## src/rtl/tx_fc_credit_gate_pkg.sv

```systemverilog
// Shared types for the transmit flow-control gate: command/result/type encodings,
// FSM states and the command-to-credit-requirement decoder.
package Tx_Arbiter_Package;

    typedef enum logic [2:0] {
        FC_NOP    = 3'd0,
        FC_P_H    = 3'd1,
        FC_P_HD   = 3'd2,
        FC_NP_H   = 3'd3,
        FC_NP_HD  = 3'd4,
        FC_CPL_H  = 3'd5,
        FC_CPL_HD = 3'd6
    } FC_command_t;

    typedef enum logic [1:0] {
        FC_FAILED    = 2'd0,
        FC_SUCCESS_1 = 2'd1,
        FC_SUCCESS_2 = 2'd2
    } FC_result_t;

    typedef enum logic [1:0] {
        FC_TYPE_P   = 2'd0,
        FC_TYPE_NP  = 2'd1,
        FC_TYPE_CPL = 2'd2
    } fc_type_t;

    typedef enum logic {
        S_INIT   = 1'b0,
        S_ACTIVE = 1'b1
    } fc_state_t;

    localparam int FC_NUM_TYPES = 3;
    localparam int FC_NUM_CANDS = 2;
    localparam int FC_PTLP_W    = 10;
    localparam int FC_DREQ_W    = 9;

    typedef struct packed {
        logic                 valid;
        fc_type_t             ftype;
        logic [FC_DREQ_W-1:0] data_req;
    } fc_req_t;

    // Header need is implicit (always one credit when valid); data need is
    // ceil(len/4) credits for *_HD, where a zero length encodes 1024 DW.
    function automatic fc_req_t fc_decode(input FC_command_t cmd,
                                          input logic [FC_PTLP_W-1:0] ptlp);
        fc_req_t              r;
        logic                 has_data;
        logic [FC_PTLP_W:0]   rounded;
        r.valid    = 1'b1;
        r.ftype    = FC_TYPE_P;
        r.data_req = '0;
        has_data   = 1'b0;
        rounded    = {1'b0, ptlp} + 11'd3;
        case (cmd)
            FC_P_H:    r.ftype = FC_TYPE_P;
            FC_P_HD:   begin r.ftype = FC_TYPE_P;   has_data = 1'b1; end
            FC_NP_H:   r.ftype = FC_TYPE_NP;
            FC_NP_HD:  begin r.ftype = FC_TYPE_NP;  has_data = 1'b1; end
            FC_CPL_H:  r.ftype = FC_TYPE_CPL;
            FC_CPL_HD: begin r.ftype = FC_TYPE_CPL; has_data = 1'b1; end
            default:   r.valid = 1'b0;
        endcase
        if (has_data) begin
            r.data_req = (ptlp == '0) ? 9'd256 : rounded[FC_PTLP_W:2];
        end
        return r;
    endfunction

endpackage

```

## src/rtl/tx_fc_credit_gate_type_tracker.sv

```systemverilog
// Credit state for one FC type: limits, consumed counters, infinite flags and
// the modular pass check for each candidate aimed at this type.
module tx_fc_type_tracker
    import Tx_Arbiter_Package::*;
#(
    parameter int HDR_W  = 12,
    parameter int DATA_W = 16
) (
    input  logic                                   clk,
    input  logic                                   rst,
    input  logic                                   init_i,
    input  logic                                   update_i,
    input  logic [HDR_W-1:0]                       hdr_val_i,
    input  logic [DATA_W-1:0]                      data_val_i,
    input  logic [FC_NUM_CANDS-1:0]                hit_i,
    input  logic [FC_NUM_CANDS-1:0][FC_DREQ_W-1:0] data_req_i,
    input  logic                                   consume_i,
    input  logic [FC_DREQ_W-1:0]                   consume_data_i,
    output logic [FC_NUM_CANDS-1:0]                pass_o
);

    localparam logic [HDR_W-1:0]  HDR_HALF  = {1'b1, {(HDR_W-1){1'b0}}};
    localparam logic [DATA_W-1:0] DATA_HALF = {1'b1, {(DATA_W-1){1'b0}}};

    logic [HDR_W-1:0]  cl_hdr_q,  cl_hdr_d;
    logic [HDR_W-1:0]  cc_hdr_q,  cc_hdr_d;
    logic [DATA_W-1:0] cl_data_q, cl_data_d;
    logic [DATA_W-1:0] cc_data_q, cc_data_d;
    logic              inf_hdr_q,  inf_hdr_d;
    logic              inf_data_q, inf_data_d;

    logic [HDR_W-1:0]  hdr_margin;
    logic              hdr_ok;

    // Limit reload and consumption are independent; both look at the
    // pre-edge infinite flags.
    always_comb begin
        cl_hdr_d   = cl_hdr_q;
        cc_hdr_d   = cc_hdr_q;
        cl_data_d  = cl_data_q;
        cc_data_d  = cc_data_q;
        inf_hdr_d  = inf_hdr_q;
        inf_data_d = inf_data_q;
        if (init_i) begin
            cl_hdr_d   = hdr_val_i;
            cl_data_d  = data_val_i;
            inf_hdr_d  = (hdr_val_i == '0);
            inf_data_d = (data_val_i == '0);
        end else if (update_i) begin
            if (!inf_hdr_q)  cl_hdr_d  = hdr_val_i;
            if (!inf_data_q) cl_data_d = data_val_i;
        end
        if (consume_i) begin
            if (!inf_hdr_q)  cc_hdr_d  = cc_hdr_q + HDR_W'(1);
            if (!inf_data_q) cc_data_d = cc_data_q + DATA_W'(consume_data_i);
        end
    end

    always_ff @(posedge clk) begin
        if (rst) begin
            cl_hdr_q   <= '0;
            cc_hdr_q   <= '0;
            cl_data_q  <= '0;
            cc_data_q  <= '0;
            inf_hdr_q  <= 1'b0;
            inf_data_q <= 1'b0;
        end else begin
            cl_hdr_q   <= cl_hdr_d;
            cc_hdr_q   <= cc_hdr_d;
            cl_data_q  <= cl_data_d;
            cc_data_q  <= cc_data_d;
            inf_hdr_q  <= inf_hdr_d;
            inf_data_q <= inf_data_d;
        end
    end

    assign hdr_margin = cl_hdr_q - cc_hdr_q - HDR_W'(1);
    assign hdr_ok     = inf_hdr_q || (hdr_margin <= HDR_HALF);

    genvar gi;
    generate
        for (gi = 0; gi < FC_NUM_CANDS; gi++) begin : g_cand
            logic [DATA_W-1:0] data_margin;
            assign data_margin = cl_data_q - cc_data_q - DATA_W'(data_req_i[gi]);
            assign pass_o[gi]  = hit_i[gi] && hdr_ok &&
                                 (inf_data_q || (data_margin <= DATA_HALF));
        end
    endgenerate

endmodule

```

## src/rtl/tx_fc_credit_gate.sv

```systemverilog
// Transmit flow-control gate: tracks P/NP/CPL credits advertised by the link
// partner and grants at most one of two candidate TLPs per cycle.
module tx_fc_credit_gate
    import Tx_Arbiter_Package::*;
#(
    parameter int FC_HDR_WIDTH  = 12,
    parameter int FC_DATA_WIDTH = 16
) (
    input  logic                     clk,
    input  logic                     rst,
    input  logic [FC_PTLP_W-1:0]     PTLP_1,
    input  logic [FC_PTLP_W-1:0]     PTLP_2,
    input  FC_command_t              Command_1,
    input  FC_command_t              Command_2,
    output FC_result_t               Result,
    input  logic                     DLL_FC_valid,
    input  logic                     DLL_FC_init,
    input  fc_type_t                 DLL_FC_type,
    input  logic [FC_HDR_WIDTH-1:0]  DLL_FC_hdr,
    input  logic [FC_DATA_WIDTH-1:0] DLL_FC_data,
    output logic                     FC_ready
);

    fc_state_t                  state_q, state_d;
    logic [FC_NUM_TYPES-1:0]    init_mask_q, init_mask_d;
    FC_result_t                 result_q, result_d;

    fc_req_t [FC_NUM_CANDS-1:0] cand_req;
    logic [FC_NUM_TYPES-1:0]    init_seen;
    logic [FC_NUM_TYPES-1:0][FC_NUM_CANDS-1:0] pass_by_type;
    logic [FC_NUM_CANDS-1:0]    cand_pass;
    logic                       grant_valid;
    logic                       grant_sel;
    fc_type_t                   grant_type;
    logic [FC_DREQ_W-1:0]       grant_data;
    logic                       active;

    assign cand_req[0] = fc_decode(Command_1, PTLP_1);
    assign cand_req[1] = fc_decode(Command_2, PTLP_2);
    assign active      = (state_q == S_ACTIVE);

    genvar gi, gc;
    generate
        for (gi = 0; gi < FC_NUM_TYPES; gi++) begin : g_type
            localparam logic [1:0] TYPE_ID = 2'(gi);
            logic [FC_NUM_CANDS-1:0] hit;
            logic                    type_sel;
            logic                    consume;

            for (gc = 0; gc < FC_NUM_CANDS; gc++) begin : g_hit
                assign hit[gc] = cand_req[gc].valid &&
                                 (cand_req[gc].ftype == fc_type_t'(TYPE_ID));
            end

            assign type_sel      = (DLL_FC_type == fc_type_t'(TYPE_ID));
            assign init_seen[gi] = DLL_FC_valid && DLL_FC_init && type_sel;
            assign consume       = grant_valid && (grant_type == fc_type_t'(TYPE_ID));

            tx_fc_type_tracker #(
                .HDR_W  (FC_HDR_WIDTH),
                .DATA_W (FC_DATA_WIDTH)
            ) u_tracker (
                .clk            (clk),
                .rst            (rst),
                .init_i         (init_seen[gi]),
                .update_i       (DLL_FC_valid && !DLL_FC_init && type_sel && active),
                .hdr_val_i      (DLL_FC_hdr),
                .data_val_i     (DLL_FC_data),
                .hit_i          (hit),
                .data_req_i     ({cand_req[1].data_req, cand_req[0].data_req}),
                .consume_i      (consume),
                .consume_data_i (grant_data),
                .pass_o         (pass_by_type[gi])
            );
        end
    endgenerate

    always_comb begin
        cand_pass = '0;
        for (int t = 0; t < FC_NUM_TYPES; t++) begin
            cand_pass = cand_pass | pass_by_type[t];
        end
    end

    // Candidate 1 has fixed priority; nothing is granted before init completes.
    always_comb begin
        result_d    = FC_FAILED;
        grant_valid = 1'b0;
        grant_sel   = 1'b0;
        if (active) begin
            if (cand_pass[0]) begin
                result_d    = FC_SUCCESS_1;
                grant_valid = 1'b1;
            end else if (cand_pass[1]) begin
                result_d    = FC_SUCCESS_2;
                grant_valid = 1'b1;
                grant_sel   = 1'b1;
            end
        end
    end

    assign grant_type = cand_req[grant_sel].ftype;
    assign grant_data = cand_req[grant_sel].data_req;

    // State register
    always_ff @(posedge clk) begin
        if (rst) begin
            state_q     <= S_INIT;
            init_mask_q <= '0;
            result_q    <= FC_FAILED;
        end else begin
            state_q     <= state_d;
            init_mask_q <= init_mask_d;
            result_q    <= result_d;
        end
    end

    // Next-state logic: the InitFC arriving this cycle counts toward completion.
    always_comb begin
        init_mask_d = init_mask_q | init_seen;
        state_d     = state_q;
        case (state_q)
            S_INIT:   if (&init_mask_d) state_d = S_ACTIVE;
            S_ACTIVE: state_d = S_ACTIVE;
            default:  state_d = S_INIT;
        endcase
    end

    // Output logic
    always_comb begin
        FC_ready = (state_q == S_ACTIVE);
        Result   = result_q;
    end

endmodule

```

## config.mk

```make
export PLATFORM = sky130hd
export DESIGN_NAME = tx_fc_credit_gate
export DESIGN_NICKNAME = d
export VERILOG_FILES = /design/src/rtl/tx_fc_credit_gate_pkg.sv /design/src/rtl/tx_fc_credit_gate_type_tracker.sv /design/src/rtl/tx_fc_credit_gate.sv
export SDC_FILE = /design/constraint.sdc
export NUM_CORES = 1
export LEC_CHECK = 0
export CAP_MARGIN = 10
export CELL_PAD_IN_SITES_DETAIL_PLACEMENT = 0
export CELL_PAD_IN_SITES_GLOBAL_PLACEMENT = 1
export CORE_ASPECT_RATIO = 0.7
export CORE_MARGIN = 2
export CORE_UTILIZATION = 51
export CTS_CLUSTER_DIAMETER = 30
export DETAILED_ROUTE_END_ITERATION = 7
export HOLD_SLACK_MARGIN = 0.08
export PLACE_DENSITY = 0.92
export RECOVER_POWER = 100
export SLEW_MARGIN = 10
export SYNTH_ARGS = -nofsm -noshare
export SYNTH_HDL_FRONTEND = slang
export SYNTH_HIERARCHICAL = 1
export SYNTH_SLANG_ARGS = --single-unit
```

## constraint.sdc

```tcl
create_clock -name clk -period 12.7 [get_ports clk]
set_clock_uncertainty 0.05 [all_clocks]
set_input_delay 1.905 -clock clk [delete_from_list [all_inputs] [get_ports clk]]
set_output_delay 1.905 -clock clk [all_outputs]
set_load 0.03 [all_outputs]
```

## Word level (Yosys, flattened, before mapping)

Cells that the tools add are included.

- Flip-flop bits (word level): 180
- Latch bits: 0
- Memory bits (writable): 0
- Bits in read-only memories: 0
- Input bits: 60
- Output and inout port bits: 3
- Word-level logic and storage cells: 206
- Memories kept: 0

- Add/subtract/negate cells: 23
- Multiply operators: 0
- Div/mod/pow operators: 0
- $lt $le $gt $ge: 10
- Eq/ne operators: 26
- Shifts and indexed selects: 0
- Mux-type cells: 39
- Bitwise operators: 10
- Reductions and logical operators: 76

Operators with widths:

| cell | count |
|---|---|
| 2-to-1 mux 16 bit | 9 |
| 2-to-1 mux 12 bit | 9 |
| less-or-equal comparator 16 bit, second input constant | 6 |
| subtractor 16 x 9 -> 16 bit | 6 |
| adder 16 x 9 -> 16 bit | 3 |
| subtractor 16 bit | 3 |
| adder 12 x 1 -> 12 bit, second input constant | 3 |
| less-or-equal comparator 12 bit, second input constant | 3 |
| 2-to-1 mux 9 bit | 4 |
| subtractor 12 x 1 -> 12 bit, second input constant | 3 |
| subtractor 12 bit | 3 |
| logical AND 1 bit | 32 |
| AND reduction 2 bit | 12 |
| adder 10 x 2 -> 11 bit, second input constant | 2 |
| 2-to-1 mux 11 bit | 2 |
| logical NOT 10 bit | 2 |
| equality test 3 bit, second input constant | 6 |
| logical NOT 16 bit | 1 |
| equality test 3 x 2 -> 1 bit, second input constant | 4 |
| logical NOT 12 bit | 1 |
| != test 2 x 1 -> 1 bit, second input constant | 6 |
| OR reduction 6 bit | 2 |
| 2-to-1 mux 1 bit | 11 |
| OR reduction 2 bit | 5 |
| 16 further kinds | 46 |

## Longest topological paths before layout

Gate-level depths: netlist (run 1).

- Depth after elaboration: 18
- Depth in mapped cells: 36
- Depth with buffers taken out: 35

## By module

Netlist (run 1), hierarchy kept.

By module, submodules not included:

| module | instances | cells an instance | area an instance (um^2) | sequential area each (um^2) |
|---|---|---|---|---|
| tx_fc_type_tracker at g_type[1].u_tracker | 1 | 633 | 5,018.6 | 1,161.1 |
| tx_fc_type_tracker at g_type[2].u_tracker | 1 | 614 | 4,827.1 | 1,161.1 |
| tx_fc_type_tracker at g_type[0].u_tracker | 1 | 598 | 4,807.1 | 1,161.1 |
| tx_fc_credit_gate | 1 | 135 | 929.6 | 120.1 |

## Worst setup path before layout (run 1)

No wires, ideal clock.

- Kind: input-to-reg
- From: in PTLP_2[7]
- To: reg g_type[0].u_tracker.cc_data_q[12]
- Setup time: 0.128 ns
- Arrival: 7.735 ns
- Required time: 12.522 ns
- Setup slack: 4.787 ns
- Cell stages on the path: 30
- Path buffers: 1
- Cell sequence: or4_4 o31ai_4 nor2_1 inv_1 ha_1 and3_1 a21oi_1 nand3b_1 xor2_1 or4_1 a221o_1 a211oi_2 o2111a_1 a41o_1 or3_1 and3_1 clkbuf_1 mux2_2 ha_1 inv_1 fa_1 nor2b_1 o21ai_0 a21oi_1 o21ai_0 a21boi_0 o21ai_0 a211oi_1 xnor2_1 nor2_1

RTL lines:

| what | line | RTL |
|---|---|---|
| start: declaration | tx_fc_credit_gate.sv:12 | `input logic [FC_PTLP_W-1:0] PTLP_2,` |
| end signal: assignment | tx_fc_credit_gate_type_tracker.sv:71 | `cc_data_q <= cc_data_d;` |
| end: declaration | tx_fc_credit_gate_type_tracker.sv:28 | `logic [DATA_W-1:0] cc_data_q, cc_data_d;` |

==> impl_metrics.py, run 1 <==
metrics = {
    "cts": {
        "cts_tree": "yes",
        "hold_buffers": 0,
        "root_buffer": "clkbuf_16",
        "ctsLongestPathBuffers": 2,
        "post_cts_buffers": 0,
        "cts_num_sinks": 180,
        "cts_resized": 0,
        "h-tree-depth": 4,
        "path_clk_slew_ns": 0.06,
        "clk_latency_ns": 0.45,
        "cts_buffers": 17,
    },
    "detailed_routing": {
        "wl_per_cell_um": 18.3,
        "routed_wl_um": 44900,
        "ant_nets": 0,
        "drt_iter0_drc": 1175,
        "via_count": 14500,
        "drc": 0,
        "drtPass1Iterations": 6,
        "vias_per_cell": 5.89,
    },
    "power_and_ir_drop": {
        "switching_share_pct": 31.5,
        "power_per_cell_area_nw_per_um2": 92.4,
        "power_frac_seq_pct": 36.1,
        "p_leak_nw": 7.39,
        "irDropWorstVdd_v": 0.0000772,
        "internal_power_w": 0.00109,
        "pwr-share-clk_pct": 35.5,
        "pwr-share-comb_pct": 28.4,
        "p_sw_w": 0.000502,
    },
    "synthesis": {
        "synthesis.instances": 1980,
        "yosysWarningCount": 6,
        "seq_area_frac_synth_pct": 23.1,
        "ys_ff_latch": 180,
        "synth_area_leaders": "dfxtp_1 (23%), ha_1 (13%), mux2i_1 (6.1%)",
        "synth.largest_area_cell": "dfxtp_1",
        "synth_cell_types": 97,
        "synth_ff_type": "dfxtp_1",
        "synth_edf_count": 0,
        "avgSynthCellArea_sq_um": 7.87,
        "synth_top_area_share_pct": 23.1,
        "synth_fp_nets": 2217,
        "syn_area_sq_um": 15600,
        "async_flop_share_pct": 0,
    },
    "worst_setup_path": {
        "cp_data_required_time_ns": 12.83,
        "crit_slowest_cell": "nor3b_1",
        "crit_path_frequent_cell": "o21ai_0",
        "crit_path_max_fanout": 10,
        "worstSetupEndpointType": "register",
        "start_kind": "input port",
        "arrival_ns": 9.72,
        "cp_slowest_stage_delay_ns": 0.82,
        "worstSetupPathType": "in2reg",
    },
    "timing": {
        "worst_slew_pin_slew_ns": 4.23,
        "finalSetupViolCount": 0,
        "tns_ns": 0,
        "max-slew-margin-rel_pct": -182,
        "period_needed_ns": 9.60,
        "drv_slew": 187,
        "rsz0062_at_grt": "no",
        "period_share_pct": 75.6,
        "hold_viol_final": 0,
        "clock.fmax_mhz": 104,
        "fin_ws_ns": 3.10,
        "hold_slack_ns": 0.413,
    },
    "finish": {
        "final_common_cell": "nor2_1",
        "nNetsFinal": 2270,
        "num_antenna_cells": 0,
        "area_growth_pct": 10.7,
        "final_cell_mix": "nor2_1 (248), inv_1 (187), dfxtp_1 (180), ha_1 (162), a21oi_1 (134)",
        "post_layout_nonfiller_instances": 2456,
        "fill_cells": 2806,
        "drive_gt1_share_pct": 4.21,
    },
    "global_route": {
        "antenna_found_initial": 0,
        "grt_usage_pct": 28.2,
        "grt_max_degree": 94,
        "gr-total-overflow": 0,
        "grt_pass1_vias": 13100,
        "grt_pass1_wl_um": 69900,
    },
    "status": {
        "run_status": "complete, but fails checks",
        "violations": "max-capacitance violations, max-slew violations",
    },
    "placed_design": {
        "pre_cts_slack_ns": 3.21,
        "portBuffers": 62,
        "place.gp.congestion": 0.953,
        "dp.cells": 2426,
        "dp.final_hpwl_um": 35900,
    },
    "floorplan": {
        "start_util_pct": 51.9,
        "core_sq_um": 30000,
        "die_area_sq_um": 32000,
        "die_x_um": 213,
        "die_y_um": 150,
        "rows": 53,
        "pin_count": 63,
    },
    "min_path": {
        "hold_class": "reg2reg",
    },
    "job": {
        "drv_cap": 2,
    },
}
## critical path: cells and delay by family
| family | cells | cell delay (ns) |
|---|---|---|
| multiplexers | 1 | 0.35 |
| AND/OR/NAND/NOR | 5 | 1.43 |
| AO/OA/AOI/OAI | 14 | 3.58 |
| XOR/XNOR | 2 | 0.34 |
| adder cells (fa/ha/maj) | 4 | 1.31 |
| buffers and inverters | 3 | 0.82 |
## power by group through the flow
| stage | combinational (W) | clock (W) | sequential (W) |
|---|---|---|---|
| floorplan | 0.000320 | 0 | 0.000586 |
| global placement | 0.000434 | 0 | 0.000587 |
| detailed placement | 0.000441 | 0 | 0.000588 |
| CTS | 0.000444 | 0.000576 | 0.000575 |
| global route | 0.000495 | 0.000600 | 0.000575 |
| finish | 0.000454 | 0.000566 | 0.000575 |
## cells in the mapped netlist (9+ instances only)
master	n
nor2_1	248
inv_1	187
dfxtp_1	180
ha_1	162
a21oi_1	136
nand2_1	124
mux2i_1	95
xnor2_1	88
o21ai_0	64
nor3_1	61
xor2_1	53
a21o_1	35
nand2b_1	33
clkbuf_1	32
nand3_1	32
nand4_1	29
nor4_1	29
a211oi_1	28
nor2b_1	27
o21a_1	24
or3_1	24
o211ai_1	20
a31oi_1	18
and3_1	16
fa_1	15
o31ai_1	12
o21ai_1	11
nor3b_1	10
and2_1	9
o21bai_1	9
or2_2	9
## through the flow
| step | utilization (%) | total power (W) | cell area [sq um] |
|---|---|---|---|
| global route | 57.4 | 0.00167 | 17300 |
| global placement | 55.4 | 0.00102 | 16700 |
| CTS | 57.5 | 0.00159 | 17300 |
| floorplan | - | 0.000906 | 15600 |
| detailed placement | 55.4 | 0.00103 | 16700 |
| finish | 57.4 | 0.00159 | 17300 |
## layer usage
layer / vias to the layer above / wire (um) / GRT usage (%)
li1: 7188 / - / -
met1: 6725 / 22100 / 42.1
met2: 495 / 17800 / 39.8
met3: 56 / 4080 / 7.32
met4: 0 / 876 / 7.06
met5: - / 0 / 0
## flip-flops by register name (all words and copies together), names as in the netlist
name / count
FC_ready: 1
g_type.u_tracker/inf_data_q: 3
Result: 2
g_type.u_tracker/cc_hdr_q: 36
g_type.u_tracker/inf_hdr_q: 3
g_type.u_tracker/cl_data_q: 48
g_type.u_tracker/cl_hdr_q: 36
g_type.u_tracker/cc_data_q: 48
init_mask_q: 3
## worst paths after layout
check                                    from                                end  slack [ns]  depth (start not counted)
max                              Command_1[2]  g_type[1].u_tracker/cc_data_q[12]        3.10                         29
min                            init_mask_q[2]                     init_mask_q[2]        0.41                          2
max reg2reg  g_type[1].u_tracker/cc_data_q[0]  g_type[1].u_tracker/cc_data_q[12]        4.90                         28
min reg2reg                    init_mask_q[2]                     init_mask_q[2]        0.41                          2
## kinds of logic (layout without fill, tap and decap cells)
family	count (synthesis)	after routing	share of synthesized area [%]
AOI/OAI and AO/OA	462	462	20.1
xor gates and xnor gates	141	141	7.93
adders and majority gates	177	177	14.9
buffers and inverters	224	288	5.43
DFF	180	180	23.1
muxes	103	103	6.70
and+or+nand+nor	693	693	21.7
## final cells by class
class | count | area (sq um) | area share [%]
Sequential cell | 180 | 3600 | 20.9
Clock inverter | 12 | 181 | 1.05
Tap cell | 412 | 515 | 2.99
Multi-Input combinational cell | 1576 | 11100 | 64.6
Inverter | 187 | 702 | 4.07
Timing Repair Buffer | 71 | 674 | 3.91
Clock buffer | 18 | 439 | 2.54
Note: power is estimated with default switching activity, not from simulation.
==> run 2, diff against run 1 <==
--- a/config.mk
+++ b/config.mk
@@ -10,11 +10,11 @@
 export CELL_PAD_IN_SITES_GLOBAL_PLACEMENT = 1
 export CORE_ASPECT_RATIO = 0.7
 export CORE_MARGIN = 2
-export CORE_UTILIZATION = 51
+export CORE_UTILIZATION = 47
 export CTS_CLUSTER_DIAMETER = 30
 export DETAILED_ROUTE_END_ITERATION = 7
 export HOLD_SLACK_MARGIN = 0.08
-export PLACE_DENSITY = 0.92
+export PLACE_DENSITY = 0.87
 export RECOVER_POWER = 100
 export SLEW_MARGIN = 10
 export SYNTH_ARGS = -nofsm -noshare
==> constraint.sdc (replaced) <==
create_clock -name clk -period 9.8 [get_ports clk]
set_clock_uncertainty 0.05 [all_clocks]
set_input_delay 1.47 -clock clk [delete_from_list [all_inputs] [get_ports clk]]
set_output_delay 1.47 -clock clk [all_outputs]
set_load 0.03 [all_outputs]
==> run 2 against run 1 <==
Net effect: the run ends with design-rule violations, max-capacitance violations, max-slew violations left; via count about the same; worst hold slack got worse by 0.00093 ns; sequential power increased by 30%; worst setup slack got worse by 2.2 ns; register-to-register slack got worse by 2.8 ns; final area increased by 0.20%; core utilization decreased by 4.2 points; final cell count increased by 0.94%.
==> impl_metrics.py, run 2 (synthesized netlist as in run 1, its figures left out) <==
metrics = {
    "min_path": {
        "hold_class": "reg2reg",
    },
    "worst_setup_path": {
        "crit_slowest_cell": "dlygate4sd3_1",
        "cp_slowest_stage_delay_ns": 0.70,
        "cp_data_required_time_ns": 9.92,
        "arrival_ns": 9.05,
        "crit_path_max_fanout": 10,
        "worstSetupEndpointType": "register",
        "start_kind": "input port",
        "worstSetupPathType": "in2reg",
        "crit_path_frequent_cell": "o21ai_0",
    },
    "cts": {
        "clk_latency_ns": 0.46,
        "cts_num_sinks": 180,
        "hold_buffers": 0,
        "post_cts_buffers": 0,
        "h-tree-depth": 4,
        "root_buffer": "clkbuf_16",
        "path_clk_slew_ns": 0.07,
        "cts_tree": "yes",
        "cts_buffers": 17,
        "cts_resized": 0,
        "ctsLongestPathBuffers": 2,
    },
    "timing": {
        "period_needed_ns": 8.92,
        "tns_ns": 0,
        "clock.fmax_mhz": 112,
        "worst_slew_pin_slew_ns": 4.45,
        "finalSetupViolCount": 0,
        "period_share_pct": 91.1,
        "hold_viol_final": 0,
        "max-slew-margin-rel_pct": -197,
        "drv_slew": 187,
        "rsz0062_at_grt": "no",
    },
    "detailed_routing": {
        "ant_nets": 0,
        "drc": 2,
        "drt_iter0_drc": 1282,
        "drtPass1Iterations": 8,
        "routed_wl_um": 45800,
        "vias_per_cell": 5.83,
        "via_count": 14500,
        "wl_per_cell_um": 18.5,
    },
    "finish": {
        "seq_area_sq_um": 3600,
        "final_common_cell": "nor2_1",
        "reg_top3": "g_type.u_tracker/cc_data_q (48), g_type.u_tracker/cl_data_q (48)",
        "fill_cells": 3114,
        "area_growth_pct": 11.0,
        "final_cell_mix": "nor2_1 (248), inv_1 (187), dfxtp_1 (180), ha_1 (162), a21oi_1 (133)",
        "multi_input_area_sq_um": 11100,
        "num_antenna_cells": 0,
        "drive_gt1_share_pct": 4.58,
        "nNetsFinal": 2276,
    },
    "global_route": {
        "grt_max_degree": 103,
        "grt_use_met1_pct": 40.8,
        "busiest_layer": "met1",
        "use_met3_pct": 5.78,
        "grt_pass1_vias": 13100,
        "gr-total-overflow": 0,
        "grt_usage_pct": 26.5,
        "grt.met2_usage_pct": 36.5,
        "antenna_found_initial": 0,
        "grt_pass1_wl_um": 72600,
    },
    "power_and_ir_drop": {
        "p_leak_nw": 7.42,
        "report.power.total_w": 0.00204,
        "irDropWorstVdd_v": 0.000112,
        "power_per_cell_area_nw_per_um2": 118,
    },
    "floorplan": {
        "die_x_um": 222,
        "die_y_um": 156,
        "die_area_sq_um": 34600,
        "start_util_pct": 48.0,
        "rows": 55,
        "pin_count": 63,
        "core_sq_um": 32500,
    },
    "placed_design": {
        "dp.final_hpwl_um": 36600,
        "place.gp.congestion": 0.900,
        "portBuffers": 62,
    },
    "status": {
        "run_status": "complete, but fails checks",
        "violations": "design-rule violations, max-capacitance violations, max-slew violations",
    },
    "job": {
        "drv_cap": 2,
    },
}
==> run 2: cell types whose count changed in the layout (fill, tap and decap cells not counted), sizes merged <==
cell,previous run,this run
clkinv,3,4
inv,188,192
bufinv,4,2
dlygate4sd3,5,4
clkbuf,21,23
clkdlybuf4s50,56,57
clkinvlp,4,2
buf,7,12
==> run 2: per-layer routing <==
metal  vias to the layer above  share of wire (%)
li1                       7202                  -
met3                        49                8.0
met1                      6775                 51
met5                         -                  0
met2                       435                 39
met4                         0                1.9
==> run 2: final timing paths <==
kind / start / end / slack, ns / cells past startpoint
hold reg to reg: init_mask_q[0] / init_mask_q[0] / 0.41 / 2
hold / removal: init_mask_q[0] / init_mask_q[0] / 0.41 / 2
setup / recovery: Command_1[2] / g_type[1].u_tracker/cc_data_q[12] / 0.88 / 29
setup reg to reg: g_type[1].u_tracker/cc_data_q[0] / g_type[1].u_tracker/cc_data_q[12] / 2.13 / 31
==> run 2: cell type report <==
class	count	share of cell area (%)
clock buffers	19	2.56
flip-flops and latches	180	20.8
inverters	187	4.06
clock inverters	13	0.861
repair buffers	77	4.14
multi-input cells	1576	64.4
well taps	427	3.09
==> run 2: stage by stage <==
step / area, sq um / utilization (%) / setup WS, ns / instances / hold slack [ns]
after floorplan: 15600 / - / 2.32 / 1980 / 0.377
after CTS: 17300 / 53.3 / 1.46 / 2479 / 0.416
after global routing: 17300 / 53.2 / 0.334 / 2479 / 0.459
final: 17300 / 53.2 / 0.875 / 2479 / 0.413
after global placement: 16700 / 51.5 / 1.11 / 2447 / 0.386
after detailed placement: 16700 / 51.5 / 0.981 / 2447 / 0.399
==> run 2: power by group <==
group | internal (W) | switching [W] | leakage, nW
combinational | 0.000247 | 0.000346 | 5.68
clock | 0.000387 | 0.000320 | 0.287
sequential | 0.000739 | 0.00000624 | 1.45
==> run 2: worst max-delay path: cells and delay by family <==
| family | cells | cell delay (ns) |
|---|---|---|
| AOI/OAI and AO/OA | 13 | 3.60 |
| xor gates and xnor gates | 1 | 0.15 |
| adders and majority gates | 3 | 0.88 |
| buffers and inverters | 3 | 0.95 |
| muxes | 2 | 0.55 |
| and+or+nand+nor | 7 | 1.45 |
